==> src/rtl/game_pkg.sv <==
// Shared playfield geometry and ship state encoding for the ship hit manager
// and its per-bullet hitbox comparator.
`timescale 1ns/1ps
package game_pkg;

    localparam int COORD_W         = 11;
    localparam int SHIP_Y_TOP      = 680;
    localparam int SHIP_HEIGHT     = 32;
    localparam int HALF_SHIP_WIDTH = 24;

    localparam logic [1:0] ST_ALIVE  = 2'd0;
    localparam logic [1:0] ST_INVULN = 2'd1;
    localparam logic [1:0] ST_DEAD   = 2'd2;

endpackage

==> src/rtl/hitbox_cmp.sv <==
// One enemy bullet against the ship hitbox; purely combinational, bounds are
// computed one bit wider than the coordinates so they can clamp and saturate.
`timescale 1ns/1ps
module hitbox_cmp
    import game_pkg::*;
#(
    parameter int CMP_W     = game_pkg::COORD_W,
    parameter int Y_TOP     = game_pkg::SHIP_Y_TOP,
    parameter int HEIGHT    = game_pkg::SHIP_HEIGHT,
    parameter int HALF_W    = game_pkg::HALF_SHIP_WIDTH
) (
    input  logic [CMP_W-1:0] ship_x,
    input  logic [CMP_W-1:0] bullet_x,
    input  logic [CMP_W-1:0] bullet_y,
    output logic             hit
);

    localparam int EW = CMP_W + 1;
    localparam logic [EW-1:0] HALF_E = EW'(HALF_W);
    localparam logic [EW-1:0] MAX_X  = EW'((1 << CMP_W) - 1);
    localparam logic [EW-1:0] Y_LO   = EW'(Y_TOP);
    localparam logic [EW-1:0] Y_HI   = EW'(Y_TOP + HEIGHT - 1);

    logic [EW-1:0] ship_e_s;
    logic [EW-1:0] sum_e_s;
    logic [EW-1:0] x_lo_s;
    logic [EW-1:0] x_hi_s;
    logic [EW-1:0] bx_e_s;
    logic [EW-1:0] by_e_s;

    // Horizontal window clamps at 0 on the left and saturates on the right edge.
    always_comb begin
        ship_e_s = {1'b0, ship_x};
        bx_e_s   = {1'b0, bullet_x};
        by_e_s   = {1'b0, bullet_y};
        sum_e_s  = ship_e_s + HALF_E;
        if (ship_e_s < HALF_E) begin
            x_lo_s = '0;
        end else begin
            x_lo_s = ship_e_s - HALF_E;
        end
        if (sum_e_s > MAX_X) begin
            x_hi_s = MAX_X;
        end else begin
            x_hi_s = sum_e_s;
        end
        hit = (bx_e_s >= x_lo_s) && (bx_e_s <= x_hi_s) &&
              (by_e_s >= Y_LO)   && (by_e_s <= Y_HI);
    end

endmodule

==> src/rtl/ship_hit_manager.sv <==
// Bullet/ship collision, lives and invulnerability manager.
// Optional macro SHIP_HIT_SHIELD_EN adds a shield_on input that absorbs hits.
`timescale 1ns/1ps
module ship_hit_manager
    import game_pkg::*;
#(
    parameter int N_BULLETS       = 5,
    parameter int COORD_W         = game_pkg::COORD_W,
    parameter int SHIP_Y_TOP      = game_pkg::SHIP_Y_TOP,
    parameter int SHIP_HEIGHT     = game_pkg::SHIP_HEIGHT,
    parameter int HALF_SHIP_WIDTH = game_pkg::HALF_SHIP_WIDTH,
    parameter int LIVES           = 3,
    parameter int INVULN_FRAMES   = 120
) (
    input  logic                           pclk,
    input  logic                           rst,
    input  logic                           frame_tick,
    input  logic                           restart,
`ifdef SHIP_HIT_SHIELD_EN
    input  logic                           shield_on,
`endif
    input  logic [COORD_W-1:0]             ship_x,
    input  logic [N_BULLETS*COORD_W-1:0]   en_bullet_x,
    input  logic [N_BULLETS*COORD_W-1:0]   en_bullet_y,
    output logic [N_BULLETS-1:0]           bullet_hit,
    output logic                           ship_hit,
    output logic [2:0]                     lives_left,
    output logic                           invulnerable,
    output logic                           is_ship_dead
);

    localparam int                CNT_W    = $clog2(INVULN_FRAMES + 1);
    localparam logic [CNT_W-1:0]  CNT_LAST = CNT_W'(INVULN_FRAMES - 1);
    localparam logic [2:0]        LIVES_V  = 3'(LIVES);

    logic [N_BULLETS-1:0] hit_raw_s;
    logic                 shield_s;

    logic [N_BULLETS-1:0] hit_vec_q,    hit_vec_d;
    logic [N_BULLETS-1:0] bullet_hit_q, bullet_hit_d;
    logic                 ship_hit_q,   ship_hit_d;
    logic [1:0]           state_q,      state_d;
    logic [2:0]           lives_q,      lives_d;
    logic [CNT_W-1:0]     cnt_q,        cnt_d;

    genvar k;
    generate
        for (k = 0; k < N_BULLETS; k++) begin : g_cmp
            hitbox_cmp #(
                .CMP_W  (COORD_W),
                .Y_TOP  (SHIP_Y_TOP),
                .HEIGHT (SHIP_HEIGHT),
                .HALF_W (HALF_SHIP_WIDTH)
            ) u_cmp (
                .ship_x   (ship_x),
                .bullet_x (en_bullet_x[k*COORD_W +: COORD_W]),
                .bullet_y (en_bullet_y[k*COORD_W +: COORD_W]),
                .hit      (hit_raw_s[k])
            );
        end
    endgenerate

`ifdef SHIP_HIT_SHIELD_EN
    assign shield_s = shield_on;
`else
    assign shield_s = 1'b0;
`endif

    // Stage-2 FSM: acts on the registered hit vector, one life per ALIVE exit.
    always_comb begin
        hit_vec_d    = hit_raw_s;
        state_d      = state_q;
        lives_d      = lives_q;
        cnt_d        = cnt_q;
        bullet_hit_d = '0;
        ship_hit_d   = 1'b0;
        case (state_q)
            ST_ALIVE: begin
                if (hit_vec_q != '0) begin
                    bullet_hit_d = hit_vec_q;
                    if (!shield_s) begin
                        ship_hit_d = 1'b1;
                        lives_d    = lives_q - 3'd1;
                        cnt_d      = '0;
                        state_d    = (lives_q == 3'd1) ? ST_DEAD : ST_INVULN;
                    end else begin
                        state_d = ST_ALIVE;
                    end
                end else begin
                    state_d = ST_ALIVE;
                end
            end
            ST_INVULN: begin
                if (frame_tick) begin
                    if (cnt_q == CNT_LAST) begin
                        state_d = ST_ALIVE;
                        cnt_d   = '0;
                    end else begin
                        cnt_d = cnt_q + CNT_W'(1);
                    end
                end else begin
                    cnt_d = cnt_q;
                end
            end
            ST_DEAD: begin
                if (restart) begin
                    state_d = ST_ALIVE;
                    lives_d = LIVES_V;
                end else begin
                    state_d = ST_DEAD;
                end
            end
            default: begin
                state_d = ST_ALIVE;
                cnt_d   = '0;
            end
        endcase
    end

    // Pipeline, FSM and output registers; reset drops any pending pulse.
    always_ff @(posedge pclk or negedge rst) begin
        if (!rst) begin
            hit_vec_q    <= '0;
            bullet_hit_q <= '0;
            ship_hit_q   <= 1'b0;
            state_q      <= ST_ALIVE;
            lives_q      <= LIVES_V;
            cnt_q        <= '0;
        end else begin
            hit_vec_q    <= hit_vec_d;
            bullet_hit_q <= bullet_hit_d;
            ship_hit_q   <= ship_hit_d;
            state_q      <= state_d;
            lives_q      <= lives_d;
            cnt_q        <= cnt_d;
        end
    end

    assign bullet_hit   = bullet_hit_q;
    assign ship_hit     = ship_hit_q;
    assign lives_left   = lives_q;
    assign invulnerable = (state_q == ST_INVULN);
    assign is_ship_dead = (state_q == ST_DEAD);

endmodule
==> config.mk <==
export PLATFORM = sky130hd
export DESIGN_NAME = ship_hit_manager
export DESIGN_NICKNAME = d
export VERILOG_FILES = /design/src/rtl/game_pkg.sv /design/src/rtl/hitbox_cmp.sv /design/src/rtl/ship_hit_manager.sv
export SDC_FILE = /design/constraint.sdc
export NUM_CORES = 1
export LEC_CHECK = 0
export CORE_MARGIN = 2
export CORE_UTILIZATION = 35
export CTS_CLUSTER_DIAMETER = 200
export DETAILED_ROUTE_END_ITERATION = 7
export SYNTH_ARGS = -nofsm -noshare
export SYNTH_HDL_FRONTEND = slang
export SYNTH_SLANG_ARGS = --single-unit
==> constraint.sdc <==
create_clock -name pclk -period 3.2 [get_ports pclk]
set_input_delay 0.64 -clock pclk [delete_from_list [all_inputs] [get_ports pclk]]
set_output_delay 0.64 -clock pclk [all_outputs]
set_load 0.02 [all_outputs]
Word level (Yosys, flattened, before mapping) --
Index checks and enable logic that the tools add are counted. Widths: inputs -> output; s select.
Operators by class: add/sub/neg operators 4, muxes and demuxes 19, reduce and logical (&&, ||, !) cells 21, magnitude comparators 22, equality and inequality tests 8, bitwise logic cells 1
Operator list (number):
- $ge 11x12->1 | 5
- $le 11x12->1 | 5
- $ge 11x10->1 const B | 5
- $le 11x10->1 const B | 5
- $mux 12 | 2
- $mux 7 | 3
- $pmux 7 s3 | 1
- $logic_and 1x1->1 | 15
- $add 11x5->12 const B | 1
- $gt 12x11->1 const B | 1
- $sub 11x5->12 const B | 1
- $lt 11x5->1 const B | 1
- $mux 2 | 5
- $mux 5 | 2
- $add 7x1->7 const B | 1
- $eq 7x7->1 const B | 1
- $mux 3 | 2
- $ne 2x2->1 const B | 3
- $pmux 2 s3 | 1
- $pmux 3 s2 | 1
- $reduce_and 3->1 | 2
- $reduce_bool 5->1 | 1
- $eq 3x1->1 const B | 1
- $sub 3x1->3 const B | 1
- other kinds (8) | 9
Word-level totals: bits in registers 23, output and inout bits 11

Depth between registers and ports, before layout --
depth after elaboration 7, gate-level depth with buffers 16, mapped depth without buffers 13

Hierarchy --
From an unflattened synthesis, not the netlist that was laid out.
Second synthesis, totals: cell total of the unflattened synthesis 659, area total of the unflattened synthesis 5221.3 um2
Modules (own cells, without submodules):
- hitbox_cmp (g_cmp[1].u_cmp ...) | times used 4, seq. area each 0.0 um2, area an instance 844.6 um2, cells each 115
- ship_hit_manager | times used 1, seq. area each 578.1 um2, area an instance 970.9 um2, cells each 83
- hitbox_cmp (g_cmp[0].u_cmp) | times used 1, seq. area each 0.0 um2, area an instance 872.1 um2, cells each 116

Worst setup path after synthesis --
Ideal clock, no wire load.
kind input to register, from input port ship_x[5], to register hit_vec_q[1], required time 3.080 ns, data arrival time 3.032 ns, path buffers 2, setup time 0.120 ns, slack 0.048 ns, cell stages on the path 15, path through buf_4 -> nor3_1 -> nand2_1 -> or2_2 -> nand2b_1 -> clkbuf_1 -> and2_1 -> ha_1 -> nand2b_1 -> a21o_1 -> a21oi_1 -> o21ai_0 -> a211oi_1 -> o21ai_0 -> o211a_1
Between the ends: word-level cells in the longest chain between the ends 7, elaborated cells on any way between the ends 11
Ends and longest elaborated chain:
- start, declared | line ship_hit_manager.sv:22 | input logic [COORD_W-1:0] ship_x,
- $add 11x5->12 | line hitbox_cmp.sv:36 | sum_e_s = ship_e_s + HALF_E;
- $gt 12x11->1 | line hitbox_cmp.sv:42 | if (sum_e_s > MAX_X) begin
- $mux 12 | line hitbox_cmp.sv:42
- $le 11x12->1 | line hitbox_cmp.sv:47 | hit = (bx_e_s >= x_lo_s) && (bx_e_s <= x_hi_s) &&
- $logic_and 1x1->1 (*) (2 in series) | line hitbox_cmp.sv:47
- $logic_and 1x1->1 (*) | line hitbox_cmp.sv:48 | (by_e_s >= Y_LO) && (by_e_s <= Y_HI);
- via g_cmp[1].u_cmp.hit | line hitbox_cmp.sv:15 | output logic hit
- end signal, assigned | line ship_hit_manager.sv:130 | hit_vec_q <= hit_vec_d;
- end, declared | line ship_hit_manager.sv:39 | logic [N_BULLETS-1:0] hit_vec_q, hit_vec_d;
The timed path passes the listed nets; every way through them passes the cells marked *. A chain may end at the register's enable or synchronous reset.

Worst setup path in the final report --
from input port ship_x[6], to register hit_vec_q[0]
Between the ends: word-level cells in the longest chain between the ends 7, elaborated cells on any way between the ends 11
Ends and longest elaborated chain (line):
- $add 11x5->12 | hitbox_cmp.sv:36
- $gt 12x11->1 | hitbox_cmp.sv:42
- $mux 12 | hitbox_cmp.sv:42
- $le 11x12->1 | hitbox_cmp.sv:47
- $logic_and 1x1->1 (*) (2 in series) | hitbox_cmp.sv:47
- $logic_and 1x1->1 (*) | hitbox_cmp.sv:48
- via g_cmp[0].u_cmp.hit | hitbox_cmp.sv:15
Marks and branches as above.

==> flow_metrics.env <==
export IMPL_ys_ff_latch=23
export IMPL_dp_hpwl_um=11400
export IMPL_n_antenna_cell=0
export IMPL_clock_latency_ps=260
export IMPL_slew_headroom_pct=54.1
export IMPL_drive_gt1_share_pct=16.7
export IMPL_p_per_area_nw_per_um2=234
export IMPL_avgSynthCellArea_um2=8.54
export IMPL_initial_utilization_pct=35.8
export IMPL_first_pass_iters=4
export IMPL_layout_common_cells="clkdlybuf4s50_1, ha_1, buf_4, o21ai_0, a21oi_1"
export IMPL_grt_pass1_vias=4276
export IMPL_cts_max_level=1
export IMPL_grt_max_degree=24
export IMPL_worst_pin_slew_ps=688
export IMPL_antenna_found_initial=0
export IMPL_clock_skew_ps=5.54
export IMPL_period_needed_ps=3060
export IMPL_p_leak_nw=2.89
export IMPL_grt_util_all_layers_pct=20.1
export IMPL_die_y_um=112
export IMPL_ir_worst_vdd_v=0.000270
export IMPL_gp_congestion=0.875
export IMPL_setup_viol=0
export IMPL_slowest_stage="clkdlybuf4s50_1"
export IMPL_finalPower_mw=1.43
export IMPL_worstPathMaxFanout=4
export IMPL_regToRegStartpoint="hit_vec_q[1]"
export IMPL_die_area_um2=12500
export IMPL_cpMostUsedCell="a21oi_1"
export IMPL_synth_distinct_cells=59
export IMPL_path_clk_slew_ps=70
export IMPL_fin_util_pct=53.5
export IMPL_gr_total_overflow=0
export IMPL_drt_initial_drc_count=160
export IMPL_root_buffer="clkbuf_16"
export IMPL_yosysWarnings=0
export IMPL_crit_chain="clkdlybuf4s50_1 -> nor3_2 -> nand2_1 -> or2_4 -> nand2b_4 -> and2_4 -> ha_1 -> nand2b_1 -> a21o_1 -> a21oi_1 -> o211ai_1 -> nand4_1 -> a211o_1 -> a21oi_1"
export IMPL_setup_worst_path_end_class="flop"
export IMPL_grt_pass1_wl_um=20400
export IMPL_worstSetupStartpoint="ship_x[6]"
export IMPL_layout_commonest_cell="clkdlybuf4s50_1"
export IMPL_wl_met3_um=487
export IMPL_wl_met2_um=6610
export IMPL_ant_nets=0
export IMPL_synth_top_area_cell="ha_1"
export IMPL_vias_per_cell=5.41
export IMPL_synth_edff_count=0
export IMPL_cp_top_family="simple AND/OR/NAND/NOR gates"
export IMPL_cts_tree="done"
export IMPL_rsz0062_at_grt="no"
export IMPL_yosysSeqAreaShare_pct=14.2
export IMPL_cts_buffers=3
export IMPL_path_buf_inv=1
export IMPL_post_synth_top_area_fraction_pct=32.2
export IMPL_syn_inst=477
export IMPL_wire_per_inst_um=16.2
export IMPL_dr_max_layer_used="met4"
export IMPL_wl_um=13000
export IMPL_nNetsFinal=891
export IMPL_min_path_type="flop to flop"
export IMPL_slowest_delay_ps=450
export IMPL_io_pins=136
export IMPL_hold_viol_final=0
export IMPL_clock_sinks=23
export IMPL_cp_endpoint="hit_vec_q[0]"
export IMPL_core_area_um2=11400
export IMPL_worst_setup_path_type="primary input to flop"
export IMPL_area_growth_pct=49.2
export IMPL_outcome="complete, no violations"
export IMPL_critPathArrivalTime_ps=3240
export IMPL_synth_ff_type="dfrtp_1"
export IMPL_max_freq_mhz=327
export IMPL_worst_path_stages=14
export IMPL_holdBufCountCts=0
export IMPL_clockBufferDepth=2
export IMPL_die_w_um=112
export IMPL_r2r_setup_slack_ps=1290
export IMPL_slew_violations=0
export IMPL_r2r_end="cnt_q[5]"
export IMPL_cp_data_required_time_ps=3390
export IMPL_wl_met1_um=5650
export IMPL_drc=0
export IMPL_row_count=39
export IMPL_portBuffers=120
export IMPL_ys_top_cells_by_area="ha_1, dfrtp_1, o21ai_0"
export IMPL_cp_start_kind="primary input"
export IMPL_rr_worst_depth=7
export IMPL_syn_area_um2=4070
export IMPL_period_share_pct=95.5
export IMPL_synth_fp_nets=707
export IMPL_vias=4343
export IMPL_maxCapViolations=0
export IMPL_synth_async_sr_flop_share_pct=100
-- final cells by class --
| class | count | area, um^2 |
|---|---|---|
| clock inverters | 1 | 5.00 |
| repair buffers | 188 | 1720 |
| fillers | 1089 | 5290 |
| inverters | 16 | 60.1 |
| well taps | 143 | 179 |
| flip-flops and latches | 23 | 578 |
| multi-input cells | 429 | 3460 |
| clock buffers | 3 | 75.1 |
-- per-layer routing --
metal | track usage, % | vias up
met5 | 0 | -
met2 | 37.4 | 95
met3 | 2.01 | 22
li1 | - | 2187
met4 | 3.70 | 0
met1 | 25.1 | 2039
-- kinds of logic (layout without fill, tap and decap cells) --
kind of cell / after synthesis / count (layout) / share of synthesized area [%]
DFF: 23 / 23 / 14.2
and+or+nand+nor: 172 / 172 / 24.2
AOI/OAI and AO/OA: 133 / 133 / 21.7
adders and majority gates: 109 / 109 / 33.2
buffers and inverters: 25 / 208 / 3.38
xor gates and xnor gates: 15 / 15 / 3.22
-- state kept, by name, summed over array words and instances (netlist names) --
name	flops
cnt_q	7
bullet_hit	5
hit_vec_q	5
lives_left	3
state_q	2
ship_hit	1
-- how the worst min path moves through the flow --
stage	depth (start not counted)	slack [ps]	start	endpoint
2_1_floorplan	0	340	rst	bullet_hit[0]
3_3_place_gp	1	470	hit_vec_q[0]	bullet_hit[0]
3_5_place_dp	1	470	hit_vec_q[0]	bullet_hit[0]
4_1_cts	1	490	hit_vec_q[0]	bullet_hit[0]
5_1_grt	1	520	hit_vec_q[4]	bullet_hit[4]
6_report	1	480	hit_vec_q[0]	bullet_hit[0]
-- Yosys cell counts (all sizes together), types with 8 or more instances --
cell type / number
and2: 16
o21ai: 39
xnor2: 9
nand2: 29
nor2b: 8
nand3: 18
ha: 105
a21oi: 33
nand2b: 13
inv: 16
a21o: 22
and3: 10
nor2: 24
dfrtp: 21
nand4: 13
-- metrics by stage --
step	std cells	cell area [um^2]	hold WS [ps]	setup TNS [ps]	setup slack, ps
after CTS	802	6000	488	0	2.85
after floorplan	477	4070	344	0	47.7
final	803	6080	481	0	143
after global routing	803	6080	522	0	25.4
after detailed placement	797	5870	474	-2250	-480
after global placement	797	5870	470	-2020	-445
-- where the power goes --
part / total, mW / leakage [nW] / switching (mW) / internal [mW]
logic: 0.796 / 2.55 / 0.369 / 0.427
clock network: 0.279 / 0.0409 / 0.111 / 0.168
registers: 0.350 / 0.296 / 0.0289 / 0.321
-- timing repair --
action | CTS | global route
gates resized for setup | 12 | 25
pin swaps | 3 | 11
endpoints found under the setup margin | 5 | 5
buffers inserted | 1 | 1
Power figures use the tool's default switching activity.
